[config.mk]
export PLATFORM = sky130hd
export DESIGN_NAME = sys_ctrl_tx
export DESIGN_NICKNAME = d
export VERILOG_FILES = /design/src/rtl/sys_ctrl_tx_pkg.sv /design/src/rtl/sys_ctrl_tx.sv
export SDC_FILE = /design/constraint.sdc
export NUM_CORES = 1
export LEC_CHECK = 0
export CAP_MARGIN = 30
export CELL_PAD_IN_SITES_DETAIL_PLACEMENT = 1
export CELL_PAD_IN_SITES_GLOBAL_PLACEMENT = 1
export CORE_MARGIN = 2
export CORE_UTILIZATION = 45
export CTS_CLUSTER_DIAMETER = 200
export DETAILED_ROUTE_END_ITERATION = 12
export DONT_BUFFER_PORTS = 1
export PLACE_DENSITY_LB_ADDON = 0.1
export SLEW_MARGIN = 20
export SYNTH_ARGS = -nofsm -noshare
export SYNTH_HDL_FRONTEND = slang
export SYNTH_SLANG_ARGS = --single-unit
[constraint.sdc]
create_clock -name CLK -period 4 [get_ports CLK]
set_clock_uncertainty 0.2 [all_clocks]
set_input_delay 1 -clock CLK [delete_from_list [all_inputs] [get_ports CLK]]
set_output_delay 1 -clock CLK [all_outputs]
set_load 0.01 [all_outputs]
[src/rtl/sys_ctrl_tx_pkg.sv]
// Shared state encodings and frame constants for the system-controller response path.
package sys_ctrl_tx_pkg;

    localparam int TX_FRAME_W = 8;
    localparam int ALU_OUT_W  = 16;
    localparam int RD_NBYTES  = 1;
    localparam int ALU_NBYTES = ALU_OUT_W / TX_FRAME_W;

    typedef enum logic [1:0] {
        IDLE      = 2'd0,
        SEND      = 2'd1,
        WAIT_ACK  = 2'd2,
        WAIT_DONE = 2'd3
    } state_t;

endpackage

[src/rtl/sys_ctrl_tx.sv]
// Captures register-file reads / ALU results and serialises them LSB-byte-first to UART_TX.
// Latency: VLD pulse in cycle N -> TX_D_VLD in cycle N+1; all outputs registered.
// Backpressure: byte held until TX_Busy=0; next byte only after TX_Busy seen high then low.
module sys_ctrl_tx
    import sys_ctrl_tx_pkg::*;
#(
    parameter int TX_FRAME_WIDTH = TX_FRAME_W,
    parameter int ALU_OUT_WIDTH  = ALU_OUT_W
) (
    input  logic                      CLK,
    input  logic                      rst_n,
    input  logic [TX_FRAME_WIDTH-1:0] RdData,
    input  logic                      RdData_VLD,
    input  logic [ALU_OUT_WIDTH-1:0]  ALU_OUT,
    input  logic                      ALU_OUT_VLD,
    input  logic                      TX_Busy,
    output logic [TX_FRAME_WIDTH-1:0] TX_P_DATA,
    output logic                      TX_D_VLD,
    output logic                      Resp_Busy,
    output logic                      Drop_Err
);

    localparam int NBYTES = ALU_OUT_WIDTH / TX_FRAME_WIDTH;
    localparam int CNT_W  = $clog2(NBYTES + 1);

    state_t                    r_state, w_nxt_state;
    logic [ALU_OUT_WIDTH-1:0]  r_data, w_nxt_data;
    logic [CNT_W-1:0]          r_nbytes, w_nxt_nbytes;
    logic [CNT_W-1:0]          r_idx, w_nxt_idx;
    logic [TX_FRAME_WIDTH-1:0] r_tx_p_data, w_nxt_tx_p_data;
    logic                      r_tx_d_vld, w_nxt_tx_d_vld;
    logic                      r_resp_busy, w_nxt_resp_busy;
    logic                      r_drop_err, w_nxt_drop_err;
    logic [CNT_W-1:0]          w_idx_inc;
    logic                      w_any_vld;

    assign w_idx_inc = r_idx + CNT_W'(1);
    assign w_any_vld = RdData_VLD | ALU_OUT_VLD;

    always_ff @(posedge CLK or negedge rst_n) begin
        if (!rst_n) begin
            r_state     <= IDLE;
            r_data      <= '0;
            r_nbytes    <= '0;
            r_idx       <= '0;
            r_tx_p_data <= '0;
            r_tx_d_vld  <= 1'b0;
            r_resp_busy <= 1'b0;
            r_drop_err  <= 1'b0;
        end else begin
            r_state     <= w_nxt_state;
            r_data      <= w_nxt_data;
            r_nbytes    <= w_nxt_nbytes;
            r_idx       <= w_nxt_idx;
            r_tx_p_data <= w_nxt_tx_p_data;
            r_tx_d_vld  <= w_nxt_tx_d_vld;
            r_resp_busy <= w_nxt_resp_busy;
            r_drop_err  <= w_nxt_drop_err;
        end
    end

    // Outputs are computed alongside the next state so they can be registered
    // and still meet the one-cycle pulse-to-TX_D_VLD latency.
    always_comb begin
        w_nxt_state     = r_state;
        w_nxt_data      = r_data;
        w_nxt_nbytes    = r_nbytes;
        w_nxt_idx       = r_idx;
        w_nxt_tx_p_data = r_tx_p_data;
        w_nxt_tx_d_vld  = r_tx_d_vld;
        w_nxt_resp_busy = r_resp_busy;
        w_nxt_drop_err  = 1'b0;

        case (r_state)
            IDLE: begin
                if (ALU_OUT_VLD) begin
                    w_nxt_data      = ALU_OUT;
                    w_nxt_nbytes    = CNT_W'(NBYTES);
                    w_nxt_idx       = '0;
                    w_nxt_tx_p_data = ALU_OUT[TX_FRAME_WIDTH-1:0];
                    w_nxt_tx_d_vld  = 1'b1;
                    w_nxt_resp_busy = 1'b1;
                    w_nxt_drop_err  = RdData_VLD;
                    w_nxt_state     = SEND;
                end else if (RdData_VLD) begin
                    w_nxt_data      = ALU_OUT_WIDTH'(RdData);
                    w_nxt_nbytes    = CNT_W'(RD_NBYTES);
                    w_nxt_idx       = '0;
                    w_nxt_tx_p_data = RdData;
                    w_nxt_tx_d_vld  = 1'b1;
                    w_nxt_resp_busy = 1'b1;
                    w_nxt_state     = SEND;
                end
            end
            SEND: begin
                w_nxt_drop_err = w_any_vld;
                if (!TX_Busy) begin
                    w_nxt_tx_d_vld = 1'b0;
                    w_nxt_state    = WAIT_ACK;
                end
            end
            WAIT_ACK: begin
                w_nxt_drop_err = w_any_vld;
                if (TX_Busy) begin
                    w_nxt_state = WAIT_DONE;
                end
            end
            WAIT_DONE: begin
                w_nxt_drop_err = w_any_vld;
                if (!TX_Busy) begin
                    if (w_idx_inc < r_nbytes) begin
                        w_nxt_idx       = w_idx_inc;
                        w_nxt_tx_p_data = r_data[w_idx_inc*TX_FRAME_WIDTH +: TX_FRAME_WIDTH];
                        w_nxt_tx_d_vld  = 1'b1;
                        w_nxt_state     = SEND;
                    end else begin
                        w_nxt_resp_busy = 1'b0;
                        w_nxt_state     = IDLE;
                    end
                end
            end
            default: begin
                w_nxt_tx_d_vld  = 1'b0;
                w_nxt_resp_busy = 1'b0;
                w_nxt_state     = IDLE;
            end
        endcase
    end

    assign TX_P_DATA = r_tx_p_data;
    assign TX_D_VLD  = r_tx_d_vld;
    assign Resp_Busy = r_resp_busy;
    assign Drop_Err  = r_drop_err;

endmodule

* Yosys cells after proc, flatten, opt, wreduce, memory -nomap -nowiden
Cells that the tools add are included.
Word-level totals: register bits 33, input port bits 29, output and inout bits 11, logic and storage cells 62
Operators by class: add/subtract/negate cells 1, magnitude comparators 1, equal/unequal tests 9, shifts and indexed selects 1, multiplexer cells 31, bitwise operators 1, reduce and logical (&&, ||, !) cells 10
Operators with widths (number):
- $mux W16 | 2
- $mux W8 | 4
- $mux W2 | 10
- $pmux W8 S2 | 1
- $shiftx A16 B6 Y8 | 1
- $reduce_and A4 Y1 | 3
- $ne A2 B2 Y1 const B | 5
- $mux W1 | 9
- $pmux W2 S4 | 1
- $reduce_and A5 Y1 | 1
- $eq A2 B2 Y1 const B | 2
- $pmux W1 S2 | 2
- $pmux W2 S2 | 1
- $reduce_bool A2 Y1 | 2
- $ne A3 B3 Y1 const B | 1
- $pmux W1 S3 | 1
- $reduce_bool A3 Y1 | 1
- $reduce_or A3 Y1 | 1
- $add A2 B1 Y2 const B | 1
- $eq A2 B1 Y1 const B | 1
- $logic_not A2 Y1 | 1
- $lt A2 B2 Y1 | 1
- $reduce_and A2 Y1 | 1
- $or A1 B1 Y1 | 1

* Depth between registers and ports, before layout
word-level depth 5, depth in mapped cells 7, depth with buffers taken out 6

* Worst setup path before layout
OpenSTA, ideal clock, no wires.
kind input to register, start input ALU_OUT_VLD, end register r_tx_p_data[6], in the netlist TX_P_DATA[6], setup time 80 ps, arrival time 1833 ps, data required time 3720 ps, slack 1887 ps, stages 5, buffers on the path 1, cell sequence nor3b_4 a211oi_1 buf_2 and3_1 nor3_2
On the way: longest elaborated chain between the ends 2, elaborated cells between the ends (all ways) 4, those cells by class eq/ne: 1; mux: 2; reduce/logical: 1
RTL lines:
- start: declaration | RTL line sys_ctrl_tx.sv:15 | input logic ALU_OUT_VLD,
- $ne A3 B3 Y1 (no line) or $mux W8 (tied branches)
- $reduce_and A4 Y1 (no line) or $pmux W8 S2 (tied branches)
- end signal: assignment | RTL line sys_ctrl_tx.sv:55 | r_tx_p_data <= w_nxt_tx_p_data;
- end: declaration | RTL line sys_ctrl_tx.sv:30 | logic [TX_FRAME_WIDTH-1:0] r_tx_p_data, w_nxt_tx_p_data;
Parallel ways exist; a longest one is shown, timed or not. A chain may end at the register's enable or synchronous reset.

* Worst setup path in the final report
start register r_state[0], end register r_tx_p_data[0], in the netlist TX_P_DATA[0]
On the way: longest elaborated chain between the ends 3, elaborated cells between the ends (all ways) 8, those cells by class eq/ne: 4; mux: 1; reduce/logical: 3
RTL lines:
- start: declaration | RTL line sys_ctrl_tx.sv:26 | state_t r_state, w_nxt_state;
- start signal: assignment | RTL line sys_ctrl_tx.sv:51 | r_state <= w_nxt_state;
- $eq A2 B2 Y1 or $logic_not A2 Y1 (tied branches) | RTL line sys_ctrl_tx.sv:74 | case (r_state)
- $ne A2 B2 Y1 (no line), or another cell as far along
- $reduce_and A4 Y1 (no line)
Parallel ways exist; a longest one is shown, timed or not.

==> results_dict.tcl <==
set metrics [dict create \
    layout_common_cells "34 x nand2_1, 33 x dfrtp_1, 15 x o21ai_0" \
    start_util_pct 48.1 \
    synth-edff-count 0 \
    cp.required_ns 4.01 \
    setup_viol_count_final 0 \
    finalHoldViolCount 0 \
    clock_path_buffers 2 \
    cts.sinks 33 \
    gr-total-overflow 0 \
    drv_slew 0 \
    max-slew-margin-rel_pct 59.0 \
    wl_per_cell_um 18.7 \
    cp.arrival_ns 2.42 \
    fp.dieW_um 67.2 \
    num_vias 1408 \
    root_buffer "clkbuf_8" \
    cts_inserted_buffers 5 \
    synthArstFlopShare_pct 100 \
    synth_seq_cells 33 \
    yosys_warnings 0 \
    path_class "reg2reg" \
    hold_path.class "in2async" \
    power_density_nw_per_um2 950 \
    dieArea_um2 4520 \
    grt_pass1_vias 1458 \
    cts_setup_buffers 0 \
    grt_max_degree 34 \
    rsz0062_at_grt "no" \
    pre_cts_ws_ns 1.58 \
    io_buffers 0 \
    syn_avg_cell_area_um2 9.27 \
    clk_pin_slew_ns 0.08 \
    worstSetupEndpointType "flop" \
    dr.pass1.iters 4 \
    drc 0 \
    cts_resized 0 \
    routed_via_density 5.82 \
    worst_slack_ns 1.59 \
    antenna_found_initial 0 \
    max_cap_viol_count 0 \
    fmax_ghz 0.415 \
    cts_tree "built" \
    io_pins 40 \
    core_um2 3740 \
    critical_path.max_fanout 12 \
    syn_inst 194 \
    grt_usage_pct 22.8 \
    synth-main-ff-cell "dfrtp_1" \
    insertedDiodeCount 0 \
    timing.hold.ws_ns 0.187 \
    place_hpwl_um 3240 \
    cts-hold-fix-buffers 0 \
    outcome "finished, final reports clean" \
    ys_types 32 \
    ys_seq_area_share_pct 45.9 \
    totalWireLength_um 4520 \
    final.min_clock_period_ns 2.41 \
    power_leakage_nw 0.907 \
    synth_area_um2 1800 \
    grt_pass1_wl_um 7360 \
    num-nets-final 229 \
    fillers 444 \
    clk_latency_ns 0.29 \
    area.growth.synth_to_final_pct 8.00 \
    h-tree-depth 2 \
    final_common_cell "nand2_1" \
    ant_nets 0 \
    dr.first_iter.drc_count 104 \
    rows 22 \
    worst_pin_slew_ns 0.613 \
    cp-start-kind "flop" \
    drive_above_1_share_pct 7.22 \
    irDropWorstVdd_mv 0.372 \
    gp_routability_congestion 0.780 \
    timing.final.crit_share_pct 60.3 \
    fin_setup_tns_ns 0 \
    die_y_um 67.2 \
    syn_nets 230 \
]
## per-layer routing
metal | global-route usage [%] | vias to the layer above | part of all wire, %
li1 | - | 672 | -
met1 | 30.8 | 697 | 47
met2 | 35.4 | 32 | 47
met3 | 5.67 | 7 | 4.3
met4 | 8.42 | 0 | 1.6
met5 | 0 | - | 0
## flip-flops by register name, summed over array words and instances, names as in the netlist
| signal | count |
|---|---|
| r_nbytes | 2 |
| r_state | 2 |
| TX_D_VLD | 1 |
| Resp_Busy | 1 |
| r_idx | 2 |
| Drop_Err | 1 |
| TX_P_DATA | 8 |
| r_data | 16 |
## worst paths after layout
kind	start	endpoint	slack [ns]	depth (start not counted)
worst max-delay path	r_state[0]	TX_P_DATA[0]	1.59	7
worst min-delay path	rst_n	TX_P_DATA[3]	0.19	0
worst max register to register	r_state[0]	TX_P_DATA[0]	1.59	7
worst min register to register	r_data[14]	r_data[14]	0.28	2
max in group asynchronous	rst_n	TX_D_VLD	3.33	0
min in group CLK	r_data[14]	r_data[14]	0.28	2
## cell usage after synthesis (2+ instances only)
| cell | n | area share (%) |
|---|---|---|
| nor3_1 | 7 | 1.9 |
| or3_1 | 2 | 0.70 |
| inv_1 | 6 | 1.3 |
| nand3_1 | 8 | 2.2 |
| nor3_2 | 2 | 1.1 |
| ha_1 | 7 | 4.9 |
| nand2b_1 | 9 | 3.1 |
| and3_1 | 10 | 3.5 |
| nor2b_1 | 8 | 2.8 |
| a22oi_1 | 8 | 3.3 |
| a211oi_1 | 3 | 1.3 |
| nand2_1 | 34 | 7.1 |
| o22ai_1 | 8 | 2.8 |
| o21ai_0 | 15 | 4.2 |
| mux2i_1 | 9 | 5.0 |
| clkbuf_1 | 2 | 0.42 |
| dfrtp_1 | 33 | 46 |
| nor2_1 | 3 | 0.63 |
| buf_2 | 7 | 1.9 |
## cell families after synthesis
group,share of synthesized area [%]
compound gates,14.5
xor+xnor,0.487
fa+ha+maj,5.42
buf+inv,4.24
flops,45.9
mux,5.01
simple gates,24.5
## critical path, stage by stage (launching register included)
cell and delay (ns):
dfrtp_1 0.43, inv_1 0.19, ha_1 0.44, nor3b_4 0.40, a211oi_1 0.09, buf_4 0.21
and3_1 0.18, nor3_1 0.19
## layout make-up
cell class	count	area (um^2)	area share, %
Clock buffer	5	68.8	3.54
Multi-Input combinational cell	144	897	46.2
Clock inverter	3	46.3	2.38
Timing Repair Buffer	3	22.5	1.16
Inverter	6	22.5	1.16
Tap cell	48	60.1	3.09
Sequential cell	33	826	42.5
## through the flow
stage | utilization, % | instances | total power, mW | area, um^2
3_5_place_dp | 48.8 | 234 | 1.52 | 1830
4_1_cts | 51.9 | 242 | 1.85 | 1940
3_3_place_gp | 48.8 | 234 | 1.44 | 1830
2_1_floorplan | - | 194 | 1.29 | 1800
5_1_grt | 51.9 | 242 | 2.00 | 1940
6_report | 51.9 | 242 | 1.85 | 1940
## where the power goes
| part | switching [mW] | internal (mW) | total [mW] |
|---|---|---|---|
| Sequential | 0.156 | 0.506 | 0.663 |
| Clock | 0.135 | 0.186 | 0.322 |
| Combinational | 0.518 | 0.343 | 0.862 |
| Total | 0.810 | 1.04 | 1.85 |
Power figures use the tool's default switching activity.
